==> src/rtl/rtmc_pkg.sv <==
// Shared opcodes, status codes and state encoding
// for the RTMC byte-stream register bridge.
package rtmc_pkg;

  localparam logic [7:0] OP_WR    = 8'h57;
  localparam logic [7:0] OP_RD    = 8'h52;
  localparam logic [7:0] ST_OK    = 8'h00;
  localparam logic [7:0] ST_TMO   = 8'hEE;
  localparam logic [7:0] ST_BADOP = 8'hFF;

  typedef enum logic [2:0] {
    OP,
    ADDR,
    WHI,
    WLO,
    BUS,
    RSTAT,
    RHI,
    RLO
  } state_t;

  function automatic logic is_op(
    input logic [7:0] b
  );
    return (b == OP_WR) || (b == OP_RD);
  endfunction

endpackage

==> src/rtl/rtmc_bus_init.sv <==
// Register-bus initiator: one strobe per start,
// dropped on ack or after TIMEOUT_CYC strobe cycles.
module rtmc_bus_init
  import rtmc_pkg::*;
#(
  parameter int DATA_W      = 16,
  parameter int TIMEOUT_CYC = 255
) (
  input  logic              clk,
  input  logic              rst_n,
  input  logic              start,
  input  logic              is_wr,
  input  logic              reg_ack,
  input  logic [DATA_W-1:0] reg_rdat,
  output logic              reg_wr,
  output logic              reg_rd,
  output logic              done,
  output logic              timed_out,
  output logic [DATA_W-1:0] rdat
);

  localparam int CW = $clog2(TIMEOUT_CYC + 1);

  logic              r_wr;
  logic              r_rd;
  logic [CW-1:0]     r_cnt;
  logic [DATA_W-1:0] r_rdat;
  logic              w_strb;
  logic              w_last;

  assign w_strb    = r_wr | r_rd;
  assign w_last    = (r_cnt == CW'(TIMEOUT_CYC - 1));
  assign done      = w_strb & reg_ack;
  assign timed_out = w_strb & ~reg_ack & w_last;

  assign reg_wr = r_wr;
  assign reg_rd = r_rd;
  assign rdat   = r_rdat;

  // strobe drops on the ack edge so the responder sees one request
  always_ff @(posedge clk or negedge rst_n) begin
    if (!rst_n) begin
      r_wr   <= 1'b0;
      r_rd   <= 1'b0;
      r_cnt  <= '0;
      r_rdat <= '0;
    end else if (start) begin
      r_wr  <= is_wr;
      r_rd  <= ~is_wr;
      r_cnt <= '0;
    end else if (done | timed_out) begin
      r_wr <= 1'b0;
      r_rd <= 1'b0;
      if (r_rd && reg_ack) r_rdat <= reg_rdat;
    end else if (w_strb) begin
      r_cnt <= r_cnt + CW'(1);
    end
  end

endmodule

==> src/rtl/rtmc_bridge.sv <==
// Byte-stream command bridge onto the register bus.
// RTMC_BRIDGE_FRAME_TIMEOUT_EN: abandon idle partial frames.
module rtmc_bridge
  import rtmc_pkg::*;
#(
  parameter int ADDR_W      = 8,
  parameter int DATA_W      = 16,
  parameter int TIMEOUT_CYC = 255
) (
  input  logic              clk,
  input  logic              rst_n,
  input  logic [7:0]        rx_data,
  input  logic              rx_valid,
  output logic              rx_drop,
  output logic [7:0]        tx_data,
  output logic              tx_valid,
  input  logic              tx_ready,
  output logic [ADDR_W-1:0] reg_addr,
  output logic [DATA_W-1:0] reg_wdat,
  output logic              reg_wr,
  output logic              reg_rd,
  input  logic [DATA_W-1:0] reg_rdat,
  input  logic              reg_ack,
  output logic              busy
);

  state_t            r_state;
  state_t            w_nxt;
  logic              r_is_wr;
  logic [ADDR_W-1:0] r_addr;
  logic [DATA_W-1:0] r_wdat;
  logic [7:0]        r_status;
  logic              r_drop;
  logic              w_start;
  logic              w_done;
  logic              w_tmo;
  logic              w_frame_to;
  logic [DATA_W-1:0] w_rdat;

  assign reg_addr = r_addr;
  assign reg_wdat = r_wdat;
  assign rx_drop  = r_drop;
  assign busy     = (r_state != OP);

  rtmc_bus_init #(
    .DATA_W      (DATA_W),
    .TIMEOUT_CYC (TIMEOUT_CYC)
  ) u_bus (
    .clk       (clk),
    .rst_n     (rst_n),
    .start     (w_start),
    .is_wr     (r_is_wr),
    .reg_ack   (reg_ack),
    .reg_rdat  (reg_rdat),
    .reg_wr    (reg_wr),
    .reg_rd    (reg_rd),
    .done      (w_done),
    .timed_out (w_tmo),
    .rdat      (w_rdat)
  );

`ifdef RTMC_BRIDGE_FRAME_TIMEOUT_EN
  logic [15:0] r_idle;

  always_ff @(posedge clk or negedge rst_n) begin
    if (!rst_n) begin
      r_idle <= '0;
    end else if (rx_valid ||
                 !(r_state inside {ADDR, WHI, WLO})) begin
      r_idle <= '0;
    end else begin
      r_idle <= r_idle + 16'd1;
    end
  end

  assign w_frame_to = (r_idle == 16'hFFFF);
`else
  assign w_frame_to = 1'b0;
`endif

  always_ff @(posedge clk or negedge rst_n) begin
    if (!rst_n) r_state <= OP;
    else        r_state <= w_nxt;
  end

  always_comb begin
    w_nxt   = r_state;
    w_start = 1'b0;
    unique case (r_state)
      OP: begin
        if (rx_valid)
          w_nxt = is_op(rx_data) ? ADDR : RSTAT;
      end
      ADDR: begin
        if (rx_valid) begin
          w_nxt   = r_is_wr ? WHI : BUS;
          w_start = ~r_is_wr;
        end else if (w_frame_to) begin
          w_nxt = OP;
        end
      end
      WHI: begin
        if (rx_valid)        w_nxt = WLO;
        else if (w_frame_to) w_nxt = OP;
      end
      WLO: begin
        if (rx_valid) begin
          w_nxt   = BUS;
          w_start = 1'b1;
        end else if (w_frame_to) begin
          w_nxt = OP;
        end
      end
      BUS: begin
        if (w_done | w_tmo) w_nxt = RSTAT;
      end
      RSTAT: begin
        if (tx_ready)
          w_nxt = (r_status == ST_OK && !r_is_wr)
                ? RHI : OP;
      end
      RHI: begin
        if (tx_ready) w_nxt = RLO;
      end
      RLO: begin
        if (tx_ready) w_nxt = OP;
      end
      default: w_nxt = OP;
    endcase
  end

  always_comb begin
    tx_valid = 1'b0;
    tx_data  = '0;
    unique case (1'b1)
      (r_state == RSTAT): begin
        tx_valid = 1'b1;
        tx_data  = r_status;
      end
      (r_state == RHI): begin
        tx_valid = 1'b1;
        tx_data  = w_rdat[15:8];
      end
      (r_state == RLO): begin
        tx_valid = 1'b1;
        tx_data  = w_rdat[7:0];
      end
      default: ;
    endcase
  end

  // bytes landing outside frame collection are discarded
  always_ff @(posedge clk or negedge rst_n) begin
    if (!rst_n) begin
      r_is_wr  <= 1'b0;
      r_addr   <= '0;
      r_wdat   <= '0;
      r_status <= '0;
      r_drop   <= 1'b0;
    end else begin
      r_drop <= rx_valid &
        (r_state inside {BUS, RSTAT, RHI, RLO});
      case (r_state)
        OP: begin
          if (rx_valid) begin
            if (is_op(rx_data))
              r_is_wr <= (rx_data == OP_WR);
            else
              r_status <= ST_BADOP;
          end
        end
        ADDR: if (rx_valid) r_addr <= rx_data;
        WHI:  if (rx_valid) r_wdat[15:8] <= rx_data;
        WLO:  if (rx_valid) r_wdat[7:0] <= rx_data;
        BUS: begin
          if (w_done)     r_status <= ST_OK;
          else if (w_tmo) r_status <= ST_TMO;
        end
        default: ;
      endcase
    end
  end

endmodule

==> config.mk <==
export PLATFORM = sky130hd
export DESIGN_NAME = rtmc_bridge
export DESIGN_NICKNAME = d
export VERILOG_FILES = /design/src/rtl/rtmc_pkg.sv /design/src/rtl/rtmc_bus_init.sv /design/src/rtl/rtmc_bridge.sv
export SDC_FILE = /design/constraint.sdc
export NUM_CORES = 1
export LEC_CHECK = 0
export ABC_AREA = 1
export CORE_MARGIN = 3
export CORE_UTILIZATION = 50
export DETAILED_ROUTE_END_ITERATION = 12
export PLACE_DENSITY = 0.8
export SYNTH_ARGS = -nofsm -noshare
export SYNTH_HDL_FRONTEND = slang
export SYNTH_HIERARCHICAL = 1
export SYNTH_SLANG_ARGS = --single-unit
==> constraint.sdc <==
create_clock -name clk -period 2.6 [get_ports clk]
set_input_delay 0.39 -clock clk [delete_from_list [all_inputs] [get_ports clk]]
set_output_delay 0.39 -clock clk [all_outputs]
set_load 0.02 [all_outputs]
Word-level counts from Yosys, hierarchy flattened
Cells that the tools add are included.
W data, S select, Z words.
- bits in registers: 63
- input port bits: 29
- output and inout bits: 37
- $add $sub $neg: 1
- eq/ne operators: 21
- multiplexer cells: 28
- bitwise operators: 9
- reduce and logical (&&, ||, !) cells: 20
- operators by type and width (operator ; number):
    $mux W8 ; 7
    $mux W3 ; 11
    $pmux W3 S8 ; 1
    $pmux W8 S3 ; 1
    $ne A2 B2 Y1 const B ; 9
    $eq A8 B7 Y1 const B ; 2
    $pmux W8 S2 ; 1
    $eq A3 B3 Y1 const B ; 4
    $add A8 B1 Y8 const B ; 1
    $eq A8 B8 Y1 const B ; 1
    $logic_not A8 Y1 ; 1
    $reduce_and A2 Y1 ; 4
    $reduce_and A8 Y1 ; 1
    $eq A3 B2 Y1 const B ; 2
    $mux W1 ; 6
    $reduce_and A3 Y1 ; 2
    $reduce_bool A2 Y1 ; 3
    $and A1 B1 Y1 ; 4
    $reduce_and A4 Y1 ; 1
    $reduce_bool A4 Y1 ; 1
    $eq A3 B1 Y1 const B ; 1
    $logic_not A3 Y1 ; 1
    $ne A3 B1 Y1 const B ; 1
    $not A1 Y1 ; 3
    8 further kinds ; 10

Depth between registers and ports, before layout
- word-level depth: 6
- gate-level depth with buffers: 11
- mapped depth without buffers: 11

Modules after synthesis
The synthesis kept the hierarchy.
- by module, submodules not included (module ; times used ; cells an instance ; area each (um^2) ; seq. area each (um^2)):
    rtmc_bridge ; 1 ; 185 ; 1572.8 ; 775.7
    rtmc_bus_init ; 1 ; 128 ; 1293.7 ; 650.6

Worst setup path before layout
OpenSTA, ideal clock, no wires.
- path type: reg-to-reg
- start: reg r_state[2]
- end: reg u_bus.r_rdat[10], in the netlist u_bus/rdat[10]
- data arrival time: 1.821 ns
- required time: 2.475 ns
- setup slack: 0.654 ns
- stages on the path, launching flop included: 9
- buffers on the path: 2
- clock period less this slack: 1.946 ns
- cells stage by stage: dfrtp_1 > buf_6 > inv_2 > nand2_2 > nor3_1 > inv_2 > nand3_4 > buf_6 > mux2_4
- longest elaborated chain between the ends: 4
- elaborated cells on any way between the ends: 5
- RTL lines (element ; RTL line ; RTL):
    start, declared ; rtmc_bridge.sv:27 ; state_t r_state;
    start signal, assigned ; rtmc_bridge.sv:83 ; else r_state <= w_nxt;
    $eq A3 B2 Y1 / $eq A3 B1 Y1 (equally long branches) ; rtmc_bridge.sv:89 ; unique case (r_state)
    $pmux W1 S2 (*) ; rtmc_bridge.sv:89 ;
    named net w_start ; rtmc_bridge.sv:34 ; logic w_start;
    $not A1 Y1 (no source line) (*) ; -- ;
    $reduce_and A3 Y1 (no source line) (*) ; -- ;
    end signal, assigned ; rtmc_bus_init.sv:54 ; if (r_rd && reg_ack) r_rdat <= reg_rdat;
    end, declared ; rtmc_bus_init.sv:27 ; logic [DATA_W-1:0] r_rdat;
Mark *: on every way through the listed nets, which the timed path passes. The rest lies on a longest branch.
A chain may end at the register's enable or synchronous reset.

Worst setup path after layout
- start: reg r_state[1]
- end: out tx_data[3]
- longest elaborated chain between the ends: 2
- elaborated cells on any way between the ends: 4
- RTL lines (element ; RTL line ; RTL):
    $eq A3 B3 Y1, on equally long branches ; rtmc_bridge.sv:144, rtmc_bridge.sv:136, rtmc_bridge.sv:140 ;
    $pmux W8 S3 (*) ; rtmc_bridge.sv:135 ; unique case (1'b1)
    end, declared ; rtmc_bridge.sv:15 ; output logic [7:0] tx_data,
Every way passes the cells marked *; elsewhere a longest branch is shown, timed or not.

==> run_results.csv <==
group,metric,value,unit
cells_and_area,num_antenna_cells,0,
power_and_ir_drop,switchingPower,0.001711,W
route,via_per_inst,5.133,
placement,dp.final_hpwl,4850,um
cells_and_area,final_cells,459,
route,wl_per_cell,14.35,um
route,routed_wl,6587,um
power_and_ir_drop,power_leakage,1.903,nW
critical_path,reg2reg_to,"u_bus/rdat[2]$_DFFE_PN0P_",
die,die_w,81.72,um
yosys,syn_area,2866,um^2
power_and_ir_drop,vdd_drop_max,0.5744,mV
yosys,ys.warnings.count,6,
timing,worst_slew_pin_slew,0.6134,ns
placement,placed_cell_area,3575,um^2
timing,setup_viol,0,
timing,fin_crit,2.440,ns
global_routing,overflow,0,
timing,hold_viol,0,
timing,hold-worst-slack,0.05586,ns
clocking,cts_tree,"done",
yosys,yosys.area_share.simple,0.2383,
route,firstDrtPassIters,5,
timing,setup_tns,0,ns
global_routing,track_usage,0.2233,
die,die_h,81.72,um
run_status,status,"completed",
route,drt-met1-wl,2702,um
critical_path,crit_start,"r_state[1]$_DFFE_PN0P_",
die,io-pin-count,66,
yosys,synth_top_family_by_area,"simple AND/OR/NAND/NOR gates",
yosys,synthAdderAreaFrac,0.008730,
route,drc_errors,0,
route,met3WireLength,662,um
route,top_layer_used,"met4",
yosys,muxShareOfSynthArea,0.07595,
timing,maxSlewHeadroom,0.5911,
timing,max_clock_freq,409.8,MHz
critical_path,required,2.21,ns
critical_path,cp-end-kind,"output port",
placement,place_congestion,0.8655,
global_routing,grt_pass1_wl,11020,um
yosys,synth_fp_nets,344,
cells_and_area,nets,417,
clocking,clock_sinks,57,
placement,dp_cells,445,
timing,slew_viol_final,0,
placement,port_buffers,65,
yosys,yosysUniqueCellTypes,33,
die,rows,26,
clocking,cts_buffers,9,
critical_path,timing.rr.start,"r_state[2]$_DFFE_PN0P_",
route,drtIter0Drc,158,
timing,skew,0.006185,ns
worst_hold_path,min_path_type,"input port to asynchronous set/reset pin",
global_routing,grt_max_degree,33,
clocking,clock_path_buffers,2,
job,cap_violations,0,
critical_path,critPathMaxFanout,8,
power_and_ir_drop,pwr-share-clk,0.166,
timing,finalCritPeriodShare,0.9385,
die,core_area,5335,um^2
power_and_ir_drop,power_frac_comb,0.475,
route,vias,2356,
global_routing,first_global_vias,2365,
global_routing,antenna_found_initial,0,
cells_and_area,syn2layout_area_growth,31.30,%
power_and_ir_drop,power.internal,0.002606,W
critical_path,worstRegToRegCells,6,
critical_path,cp.arrival,2.05,ns
route,ant_nets,0,
critical_path,reg2reg_setup_slack,0.61,ns
critical_path,start_kind,"flop",
clocking,clk_latency,0.35,ns
clocking,htree_levels,3,
die,dieArea,6677,um^2
power_and_ir_drop,p_per_area,1147,nW/um^2
power_and_ir_drop,power_frac_seq,0.359,
yosys,synth_compound_area_frac,0.1078,
power_and_ir_drop,p_sw_frac,0.3963,
yosys,synthCells,313,
yosys,synth_seq_cells,57,
clocking,post_cts_buffers,0,
clocking,path_clk_slew,0.06,ns
yosys,synth_xor_area_frac,0.006111,
critical_path,crit_path_end,"tx_data[3]",
cells_and_area,stdcell_area,3764,um^2
critical_path,timing_worst_setup_path_type,"flop to output port",
yosys,syn_avg_cell_area,9.158,um^2
die,start_util,0.5373,
cells_and_area,drive_gt1_frac,0.1799,
yosys,ys_seq_area_frac,0.4976,
timing,rsz0062_at_grt,"no",
clocking,clock-root-buffer,"clkbuf_8",
route,dr_wl_met2,3111,um
[area by class of cell]
class | instances | area, um^2
inverter | 34 | 127.6
multi-input combinational | 216 | 1252
clock inverter | 3 | 17.52
clock buffer | 11 | 151.4
timing repair buffer | 68 | 698.2
fill | 428 | 1572
sequential | 57 | 1429
tap | 70 | 87.58
[critical path, stage by stage, from the launching register on]
cell,delay (ns)
dfrtp_2,0.43
inv_2,0.09
nor2_2,0.19
nand2_1,0.10
inv_2,0.14
nand2_1,0.07
nand3_1,0.08
clkdlybuf4s50_1,0.61
[flip-flops by register name, indices dropped and copies added, names as in the netlist]
register / count
r_is_wr: 1
rx_drop: 1
u_bus/rdat: 16
u_bus/reg_rd: 1
reg_wdat: 16
r_status: 2
reg_addr: 8
u_bus/r_cnt: 8
u_bus/reg_wr: 1
r_state: 3
[cells in the final DEF, fill, tap and decap left out, types with 3 or more instances in the layout]
cell             count
o21ai_2             11
mux2_2               6
clkbuf_8            11
dlymetal6s2s_1       7
clkdlybuf4s50_1     57
nor2_1              25
nand2_1             86
nor3_1               4
a22oi_1              7
nor2_2               3
o21ai_1              8
dfrtp_1             55
inv_1               26
mux2_4              10
nand3_1             20
inv_2                8
o21ai_0             12
[synthesized netlist by cell type]
library cell | n | area (um^2)
a21boi_0 | 1 | 7.510
a21oi_1 | 1 | 5.000
a21oi_2 | 1 | 8.760
a22oi_1 | 7 | 52.55
buf_6 | 5 | 56.30
clkbuf_1 | 1 | 3.750
dfrtp_1 | 57 | 1426
ha_1 | 2 | 25.02
inv_1 | 26 | 97.59
inv_2 | 8 | 30.03
mux2_2 | 6 | 67.56
mux2_4 | 10 | 150.1
nand2_1 | 86 | 322.8
nand2_2 | 2 | 12.51
nand2_4 | 2 | 22.52
nand3_1 | 20 | 100.1
nand3_2 | 2 | 20.02
nand3_4 | 2 | 35.03
nand3b_1 | 1 | 7.510
nand4_1 | 1 | 6.260
nor2_1 | 25 | 93.84
nor2_2 | 3 | 18.77
nor2_4 | 1 | 11.26
nor3_1 | 4 | 20.02
nor4_1 | 1 | 6.260
o211ai_1 | 1 | 7.510
o21ai_0 | 12 | 60.06
o21ai_1 | 8 | 40.04
o21ai_2 | 11 | 96.34
o21ai_4 | 1 | 16.27
o21bai_1 | 2 | 15.01
or2_2 | 1 | 6.260
xor2_1 | 2 | 17.52
[cell families after synthesis]
| group | after synthesis |
|---|---|
| AOI/OAI and AO/OA | 45 |
| xor gates and xnor gates | 2 |
| adders and majority gates | 2 |
| buffers and inverters | 40 |
| DFF | 57 |
| muxes | 16 |
| and+or+nand+nor | 151 |
[power by group through the flow]
stage | Sequential, W | Combinational [W] | Clock [W]
2_1_floorplan | 0.00170 | 0.00111 | 0
3_3_place_gp | 0.00154 | 0.00202 | 0
3_5_place_dp | 0.00155 | 0.00207 | 0
4_1_cts | 0.00154 | 0.00208 | 0.000738
5_1_grt | 0.00160 | 0.00225 | 0.000790
6_report | 0.00155 | 0.00205 | 0.000716
[metal layers]
| metal | vias up | global-route usage |
|---|---|---|
| met2 | 84 | 0.3493 |
| met3 | 11 | 0.1217 |
| li1 | 1162 | - |
| met4 | 0 | 0.07475 |
| met5 | - | 0 |
| met1 | 1099 | 0.2617 |
[how the worst min path moves through the flow]
stage | startpoint | endpoint | slack [ns] | cells past startpoint
floorplan | rst_n | r_is_wr$_DFFE_PN0P_ | 0.09 | 0
global placement | rst_n | u_bus/reg_wr$_DFFE_PN0P_ | 0.43 | 1
detailed placement | rst_n | u_bus/reg_rd$_DFFE_PN0P_ | 0.43 | 1
CTS | rst_n | u_bus/rdat[4]$_DFFE_PN0P_ | 0.06 | 1
global route | rst_n | u_bus/rdat[4]$_DFFE_PN0P_ | 0.08 | 1
finish | rst_n | u_bus/rdat[4]$_DFFE_PN0P_ | 0.06 | 1
[what timing repair did]
| item | 4_1_cts | 5_1_grt |
|---|---|---|
| endpoints found under the hold margin | 0 | 0 |
| endpoints found under the setup margin | 0 | 8 |
| hold buffers | 0 | 0 |
| gates resized for setup | 0 | 9 |
[through the flow]
step,util,total power [W],worst slack [ns]
after floorplan,-,0.002815,0.6540
after global placement,0.6700,0.003555,0.4328
after detailed placement,0.6700,0.003618,0.3935
after CTS,0.7017,0.004363,0.03088
after global routing,0.7054,0.004638,0.009645
final,0.7054,0.004317,0.1598
Power figures use the tool's default switching activity.
